--- src/rtl/cpu_core_pkg.sv ---
// -----------------------------------------------------------------------------
// cpu_core_pkg
// Shared definitions for the Evergreen multicycle CPU:
//   - opcode encodings (OP_MOV .. OP_STOP)
//   - FSM state encoding
//   - reset constants for pc and sp
//   - decode helpers that classify an opcode by the operands it touches
// Configuration macro: CPU_MULDIV_EN (enables MUL/DIV; otherwise they decode
// as NOPs).
// -----------------------------------------------------------------------------
package cpu_core_pkg;

  localparam logic [3:0] OP_MOV  = 4'h0;
  localparam logic [3:0] OP_ADD  = 4'h1;
  localparam logic [3:0] OP_SUB  = 4'h2;
  localparam logic [3:0] OP_MUL  = 4'h3;
  localparam logic [3:0] OP_DIV  = 4'h4;
  localparam logic [3:0] OP_IN   = 4'h7;
  localparam logic [3:0] OP_OUT  = 4'h8;
  localparam logic [3:0] OP_PUSH = 4'h9;
  localparam logic [3:0] OP_POP  = 4'hA;
  localparam logic [3:0] OP_STOP = 4'hF;

  localparam int PC_RESET = 8;
  localparam int SP_RESET = 63;

`ifdef CPU_MULDIV_EN
  localparam bit MULDIV_EN = 1'b1;
`else
  localparam bit MULDIV_EN = 1'b0;
`endif

  typedef enum logic [3:0] {
    FETCH,
    DECODE,
    RD_Y,
    RD_Y_IND,
    RD_Z,
    RD_Z_IND,
    RD_X_IND,
    EXEC,
    WB,
    HALT
  } state_t;

  // MUL/DIV only count as real instructions when the multiplier/divider exists
  function automatic logic isMulDiv(input logic [3:0] op);
    return MULDIV_EN && (op == OP_MUL || op == OP_DIV);
  endfunction

  // Instructions that read a first source operand (Y, or X for OUT/PUSH, or
  // the stack slot for POP)
  function automatic logic usesA(input logic [3:0] op);
    return (op == OP_MOV) || (op == OP_ADD) || (op == OP_SUB) ||
           (op == OP_OUT) || (op == OP_PUSH) || (op == OP_POP) || isMulDiv(op);
  endfunction

  // Instructions that read the Z operand
  function automatic logic usesB(input logic [3:0] op);
    return (op == OP_ADD) || (op == OP_SUB) || isMulDiv(op);
  endfunction

  // Instructions whose destination is the X operand
  function automatic logic writesX(input logic [3:0] op);
    return (op == OP_MOV) || (op == OP_ADD) || (op == OP_SUB) ||
           (op == OP_IN) || (op == OP_POP) || isMulDiv(op);
  endfunction

endpackage

--- src/rtl/cpu_core_alu.sv ---
// -----------------------------------------------------------------------------
// cpu_alu
// Combinational ALU for the Evergreen CPU.
// Ports:
//   op_i      opcode of the current instruction
//   a_i       first source operand (Y)
//   b_i       second source operand (Z)
//   result_o  operation result, truncated to DATA_WIDTH
// Configuration macro: CPU_MULDIV_EN adds the multiplier and unsigned divider.
// Any opcode without an arithmetic meaning passes a_i through, which is what
// MOV, PUSH and POP need.
// -----------------------------------------------------------------------------
module cpu_alu
  import cpu_core_pkg::*;
#(
  parameter int DATA_WIDTH = 16
) (
  input  logic [3:0]            op_i,
  input  logic [DATA_WIDTH-1:0] a_i,
  input  logic [DATA_WIDTH-1:0] b_i,
  output logic [DATA_WIDTH-1:0] result_o
);

  always_comb begin
    result_o = a_i;
    case (op_i)
      OP_ADD: result_o = a_i + b_i;
      OP_SUB: result_o = a_i - b_i;
`ifdef CPU_MULDIV_EN
      OP_MUL: result_o = a_i * b_i;
      // Divide by zero saturates to all-ones instead of trapping
      OP_DIV: result_o = (b_i == '0) ? '1 : a_i / b_i;
`else
`endif
      default: result_o = a_i;
    endcase
  end

endmodule

--- src/rtl/cpu_core.sv ---
// -----------------------------------------------------------------------------
// cpu_core
// Multicycle 16-bit memory-to-memory CPU (Evergreen ISA) driving a single
// synchronous RAM whose read data appears one clock after the address.
// Ports:
//   clk       rising-edge clock
//   rst_n     asynchronous active-low reset
//   in        input port value, captured by IN
//   out       output register, written by OUT
//   mem_we    RAM write enable (write-back of a result or a PUSH)
//   mem_addr  RAM address (driven during the address phase of a read, or WB)
//   mem_data  RAM write data
//   mem_in    RAM read data
//   pc        program counter
//   sp        stack pointer
// Configuration macro: CPU_MULDIV_EN (MUL/DIV execute; otherwise opcodes 3/4
// are NOPs and no multiplier/divider exists).
// Every read takes two cycles: phase 0 presents the address, phase 1 latches
// mem_in. Indirect operands chain a second read through the fetched pointer.
// -----------------------------------------------------------------------------
module cpu_core
  import cpu_core_pkg::*;
#(
  parameter int ADDR_WIDTH = 6,
  parameter int DATA_WIDTH = 16
) (
  input  logic                  clk,
  input  logic                  rst_n,
  input  logic [DATA_WIDTH-1:0] in,
  output logic [DATA_WIDTH-1:0] out,
  output logic                  mem_we,
  output logic [ADDR_WIDTH-1:0] mem_addr,
  output logic [DATA_WIDTH-1:0] mem_data,
  input  logic [DATA_WIDTH-1:0] mem_in,
  output logic [ADDR_WIDTH-1:0] pc,
  output logic [ADDR_WIDTH-1:0] sp
);

  state_t                state_q, state_d;
  logic                  phase_q, phase_d;
  logic [ADDR_WIDTH-1:0] pc_q, pc_d;
  logic [ADDR_WIDTH-1:0] sp_q, sp_d;
  logic [DATA_WIDTH-1:0] instr_q, instr_d;
  logic [DATA_WIDTH-1:0] opA_q, opA_d;
  logic [DATA_WIDTH-1:0] opB_q, opB_d;
  logic [DATA_WIDTH-1:0] result_q, result_d;
  logic [ADDR_WIDTH-1:0] dst_q, dst_d;
  logic [DATA_WIDTH-1:0] out_q, out_d;

  logic [3:0]            opcode;
  logic [3:0]            nibX, nibY, nibZ, nibA;
  logic                  dstInd;
  state_t                afterA, afterB;
  logic [DATA_WIDTH-1:0] aluResult;

  // Operand nibble bits 2:0 name one of the first eight memory words
  function automatic logic [ADDR_WIDTH-1:0] nibAddr(input logic [3:0] nib);
    return {{(ADDR_WIDTH-3){1'b0}}, nib[2:0]};
  endfunction

  assign opcode = instr_q[15:12];
  assign nibX   = instr_q[11:8];
  assign nibY   = instr_q[7:4];
  assign nibZ   = instr_q[3:0];

  // OUT and PUSH read their X operand through the same path as Y
  assign nibA   = (opcode == OP_OUT || opcode == OP_PUSH) ? nibX : nibY;
  assign dstInd = writesX(opcode) && nibX[3];
  assign afterB = dstInd ? RD_X_IND : EXEC;
  assign afterA = usesB(opcode) ? RD_Z : afterB;

  cpu_alu #(
    .DATA_WIDTH(DATA_WIDTH)
  ) u_alu (
    .op_i     (opcode),
    .a_i      (opA_q),
    .b_i      (opB_q),
    .result_o (aluResult)
  );

  // State and datapath registers; reset abandons any instruction in flight
  always_ff @(posedge clk or negedge rst_n) begin
    if (!rst_n) begin
      state_q  <= FETCH;
      phase_q  <= 1'b0;
      pc_q     <= ADDR_WIDTH'(PC_RESET);
      sp_q     <= ADDR_WIDTH'(SP_RESET);
      instr_q  <= '0;
      opA_q    <= '0;
      opB_q    <= '0;
      result_q <= '0;
      dst_q    <= '0;
      out_q    <= '0;
    end else begin
      state_q  <= state_d;
      phase_q  <= phase_d;
      pc_q     <= pc_d;
      sp_q     <= sp_d;
      instr_q  <= instr_d;
      opA_q    <= opA_d;
      opB_q    <= opB_d;
      result_q <= result_d;
      dst_q    <= dst_d;
      out_q    <= out_d;
    end
  end

  // Next-state, datapath updates and memory interface
  always_comb begin
    state_d  = state_q;
    phase_d  = phase_q;
    pc_d     = pc_q;
    sp_d     = sp_q;
    instr_d  = instr_q;
    opA_d    = opA_q;
    opB_d    = opB_q;
    result_d = result_q;
    dst_d    = dst_q;
    out_d    = out_q;
    mem_we   = 1'b0;
    mem_addr = '0;
    mem_data = '0;

    case (state_q)
      FETCH: begin
        if (!phase_q) begin
          mem_addr = pc_q;
          phase_d  = 1'b1;
        end else begin
          phase_d = 1'b0;
          instr_d = mem_in;
          pc_d    = pc_q + 1'b1;
          state_d = DECODE;
        end
      end

      DECODE: begin
        // PUSH writes to the current stack slot; POP pre-increments so that
        // the operand read below uses the new sp
        dst_d = (opcode == OP_PUSH) ? sp_q : nibAddr(nibX);
        if (opcode == OP_POP) sp_d = sp_q + 1'b1;
        if (opcode == OP_STOP)      state_d = HALT;
        else if (usesA(opcode))     state_d = RD_Y;
        else if (opcode == OP_IN)   state_d = nibX[3] ? RD_X_IND : EXEC;
        else                        state_d = FETCH;
      end

      RD_Y: begin
        if (!phase_q) begin
          mem_addr = (opcode == OP_POP) ? sp_q : nibAddr(nibA);
          phase_d  = 1'b1;
        end else begin
          phase_d = 1'b0;
          opA_d   = mem_in;
          state_d = (opcode != OP_POP && nibA[3]) ? RD_Y_IND : afterA;
        end
      end

      RD_Y_IND: begin
        if (!phase_q) begin
          mem_addr = opA_q[ADDR_WIDTH-1:0];
          phase_d  = 1'b1;
        end else begin
          phase_d = 1'b0;
          opA_d   = mem_in;
          state_d = afterA;
        end
      end

      RD_Z: begin
        if (!phase_q) begin
          mem_addr = nibAddr(nibZ);
          phase_d  = 1'b1;
        end else begin
          phase_d = 1'b0;
          opB_d   = mem_in;
          state_d = nibZ[3] ? RD_Z_IND : afterB;
        end
      end

      RD_Z_IND: begin
        if (!phase_q) begin
          mem_addr = opB_q[ADDR_WIDTH-1:0];
          phase_d  = 1'b1;
        end else begin
          phase_d = 1'b0;
          opB_d   = mem_in;
          state_d = afterB;
        end
      end

      RD_X_IND: begin
        // Indirect destination: the pointer word becomes the write address
        if (!phase_q) begin
          mem_addr = nibAddr(nibX);
          phase_d  = 1'b1;
        end else begin
          phase_d = 1'b0;
          dst_d   = mem_in[ADDR_WIDTH-1:0];
          state_d = EXEC;
        end
      end

      EXEC: begin
        if (opcode == OP_OUT) begin
          out_d   = opA_q;
          state_d = FETCH;
        end else begin
          result_d = (opcode == OP_IN) ? in : aluResult;
          state_d  = WB;
        end
      end

      WB: begin
        mem_we   = 1'b1;
        mem_addr = dst_q;
        mem_data = result_q;
        if (opcode == OP_PUSH) sp_d = sp_q - 1'b1;
        state_d = FETCH;
      end

      HALT: begin
        state_d = HALT;
      end

      default: begin
        state_d = FETCH;
        phase_d = 1'b0;
      end
    endcase
  end

  assign out = out_q;
  assign pc  = pc_q;
  assign sp  = sp_q;

endmodule

--- config.mk ---
export PLATFORM = sky130hd
export DESIGN_NAME = cpu_core
export DESIGN_NICKNAME = d
export VERILOG_FILES = /design/src/rtl/cpu_core_pkg.sv /design/src/rtl/cpu_core_alu.sv /design/src/rtl/cpu_core.sv
export SDC_FILE = /design/constraint.sdc
export NUM_CORES = 1
export LEC_CHECK = 0
export CAP_MARGIN = 20
export CORE_AREA = 3 3 132 134
export DETAILED_ROUTE_END_ITERATION = 16
export DIE_AREA = 0 0 135 137
export PLACE_DENSITY = 0.74
export SYNTH_ARGS = -nofsm -noshare
export SYNTH_HDL_FRONTEND = slang
export SYNTH_HIERARCHICAL = 1
export SYNTH_SLANG_ARGS = --single-unit
--- constraint.sdc ---
create_clock -name clk -period 3.3 [get_ports clk]
set_clock_uncertainty 0.15 [all_clocks]
set_input_delay 0.495 -clock clk [delete_from_list [all_inputs] [get_ports clk]]
set_output_delay 0.495 -clock clk [all_outputs]
set_load 0.005 [all_outputs]
==> summary.md <==
| Metric | Value |
|---|---|
| Drt wl/cell | 17.33 um |
| Synth Cell Area | 6500 um2 |
| Syn Nets | 751 |
| R2r worst-path depth | 14 |
| Row count | 47 |
| I/O Buffers | 84 |
| Die extent in x | 135 um |
| Final Power | 9.403 mW |
| Register area share after synthesis | 39.79% |
| Most common cell after layout, fill and taps aside | nand2_1 |
| Area contributors post-synth | dfrtp_1 (37%), nand2_1 (7.6%), mux2_1 (4.5%) |
| Area Overhead vs Synth | 28.28% |
| Drt total wl | 17,920 um |
| Initial core utilization | 39.62% |
| Final hold vios | 0 |
| Yosys reg bits | 103 |
| Pre-antenna DRT Iters | 5 |
| Max-capacitance violation count | 0 |
| Detailed-route DRC error count | 0 |
| Post-synthesis cell type count | 78 |
| Worst VDD drop | 0.4491 mV |
| CTS tree | built |
| R2R Path Start | opB_q[3] |
| Outcome | complete, no violations |
| Setup violators final | 0 |
| Fill count | 1,464 |
| Hold Crit Depth | 2 |
| Dominant cell type by area after synthesis | dfrtp_1 |
| First-pass GRT wire length | 29,300 um |
| All-Layer GR Usage | 19.87% |
| Post-detailed-placement half-perimeter wirelength | 13,220 um |
| Worst Path Required | 3.38 ns |
| Largest net degree at the start of global routing | 72 |
| Worst Hold Class | reg -> reg |
| Met1 wire length | 8399 um |
| Antenna diode instance count | 0 |
| Worst-Skew Late Latency | 0.35 ns |
| Rel. slew slack | 45.63% |
| Synth Instances | 694 |
| Lkg Pwr | 3.638 nW |
| Top Layer Used | met4 |
| Final ANT Viol Nets | 0 |
| CP max FO | 4 |
| Post-synth top area share | 36.96% |
| Crit end category | flop |
| Initial antenna violation count | 0 |
| Clock slew at reported path FFs | 0.08 ns |
| TritonCTS buffer count | 9 |
| Fin crit share | 96.74% |
| Commonest cells after routing, fill and taps aside | nand2_1 (130), dfrtp_1 (95), clkdlybuf4s50_1 (83) |
| P per Cell Area | 1128 nW/um2 |
| Yosys warnings | 6 |
| Hold EP | instr_q[0] |
| RSZ-0062 raised after global routing | yes |
| Fin util | 50.82% |
| Max-slew violation count | 0 |
| Top FF cell, synth | dfrtp_1 |
| Startpoint types | flop |
| CTS Sinks | 103 |
| CTS Root Cell | clkbuf_16 |
| Total gr overflow | 0 |
| Number of synthesized flops with an enable pin | 0 |
| CTS H-tree depth | 3 |
| Layout cells sized above 1 | 19.29% |
| Vias post-DR | 5,595 |
| Die height | 137 um |
| Vias in the first global route | 5,579 |
| FF-to-FF setup slack | 0.11 ns |
| Fmax | 313.2 MHz |
| Hold Path Origin | instr_q[0] |
| Mean post-synth cell area | 9.366 um2 |
| DIE AREA | 18,500 um2 |
| Wire length on met3 | 943 um |
| Initial detailed-routing violation count | 378 |
| Top Ports | 85 |
| # nets final | 867 |
| WS Path Type | reg -> reg |
| CTS max path bufs | 2 |
| Via density | 5.411 |
| Reg2Reg Capture Point | result_q[15] |
| Worst EP arrival | 3.27 ns |
| Ys async rst share | 100.0% |
| Met2 WL | 8060 um |
| Core area | 16,410 um2 |
| Worst slew pin tran | 0.8155 ns |
| Minimum clock period | 3.193 ns |
| GP Congestion | 0.8927 |
power breakdown:
group          switching [mW]  leakage, nW  internal (mW)
clock                   0.513        0.140          0.523
combinational            3.09         2.26           2.82
sequential              0.618         1.23           1.83
total                    4.22         3.64           5.18
cell type report:
| cell class | count | area, um2 | share of cell area, % |
|---|---|---|---|
| Tap cell | 220 | 275.3 | 3.301 |
| Timing Repair Buffer | 139 | 1270 | 15.23 |
| Clock buffer | 9 | 225.2 | 2.701 |
| Clock inverter | 6 | 53.80 | 0.6453 |
| Inverter | 11 | 43.79 | 0.5252 |
| Sequential cell | 103 | 2587 | 31.03 |
| Multi-Input combinational cell | 546 | 3882 | 46.56 |
kinds of logic after synthesis:
kind of cell	count (synthesis)	share of synthesized area, %
AO/OA/AOI/OAI	146	15.07
XOR/XNOR	40	5.390
adder cells (fa/ha/maj)	23	4.658
buffers and inverters	45	3.330
flip-flops	103	39.79
multiplexers	62	10.78
AND/OR/NAND/NOR	275	20.98
synth_stat cells (9+ instances only):
cell / instances
and2_1: 20
a22oi_1: 11
nand3_1: 12
nand2b_1: 10
mux2_2: 26
nand2_1: 131
dfrtp_1: 96
nor2_1: 48
mux2_1: 26
xnor2_1: 21
buf_2: 17
clkbuf_1: 9
ha_1: 21
xor2_1: 19
nor3_1: 9
a31oi_1: 17
a21oi_1: 27
o21ai_0: 29
inv_1: 10
timing repair:
| action | CTS | global route |
|---|---|---|
| gates cloned | 0 | 0 |
| pin swaps | 8 | 12 |
| endpoints found under the hold margin | 25 | 0 |
| hold buffers | 1 | 0 |
| gates resized for setup | 11 | 29 |
| buffers inserted | 1 | 3 |
| endpoints found under the setup margin | 1 | 23 |
worst max-delay path, cell delays in order (launching register included):
cell and delay, ns:
dfrtp_1 0.38, or3_4 0.40, nor3_4 0.16, nand2_2 0.13, o31ai_4 0.19, xor2_1 0.18, ha_1 0.28, a21oi_1 0.18
o21ai_2 0.08, a31o_2 0.24, a21oi_4 0.17, nor4bb_4 0.24, o32ai_2 0.12, nand2_1 0.06, a31oi_1 0.10
routing by layer:
layer / vias to the layer above / track usage (%)
met3: 31 / 2.978
met1: 2691 / 28.66
met4: 0 / 8.175
met2: 180 / 29.91
met5: - / 0
li1: 2693 / -
registers in the layout (all words and copies together), names as in the netlist:
signal and cells:
instr_q 16, pc 6, dst_q 6, out 16, opA_q 16, result_q 16, opB_q 16, state_q 4
phase_q 1, sp 6
worst max path at each step:
stage / start / to / slack (ns)
global placement: opB_q[4] / result_q[15] / -0.06
finish: opB_q[3] / result_q[15] / 0.11
floorplan: opB_q[4] / result_q[15] / 0.01
detailed placement: opB_q[4] / result_q[15] / -0.26
CTS: opB_q[4] / result_q[15] / 0.008
global route: opB_q[3] / result_q[15] / -0.1
per-stage QoR:
step	hold slack, ns	cell area [um2]	setup WS, ns	TNS [ns]	cells
after floorplan	0.04941	6500	0.01130	0	694
after global placement	0.3083	7833	-0.06402	-0.06402	1014
after detailed placement	0.3205	7833	-0.2603	-0.2603	1014
after CTS	0.3391	8179	0.008375	0	1031
after global routing	0.3697	8338	-0.09582	-0.2052	1034
final	0.3365	8338	0.1075	0	1034
Power figures use the tool's default switching activity.
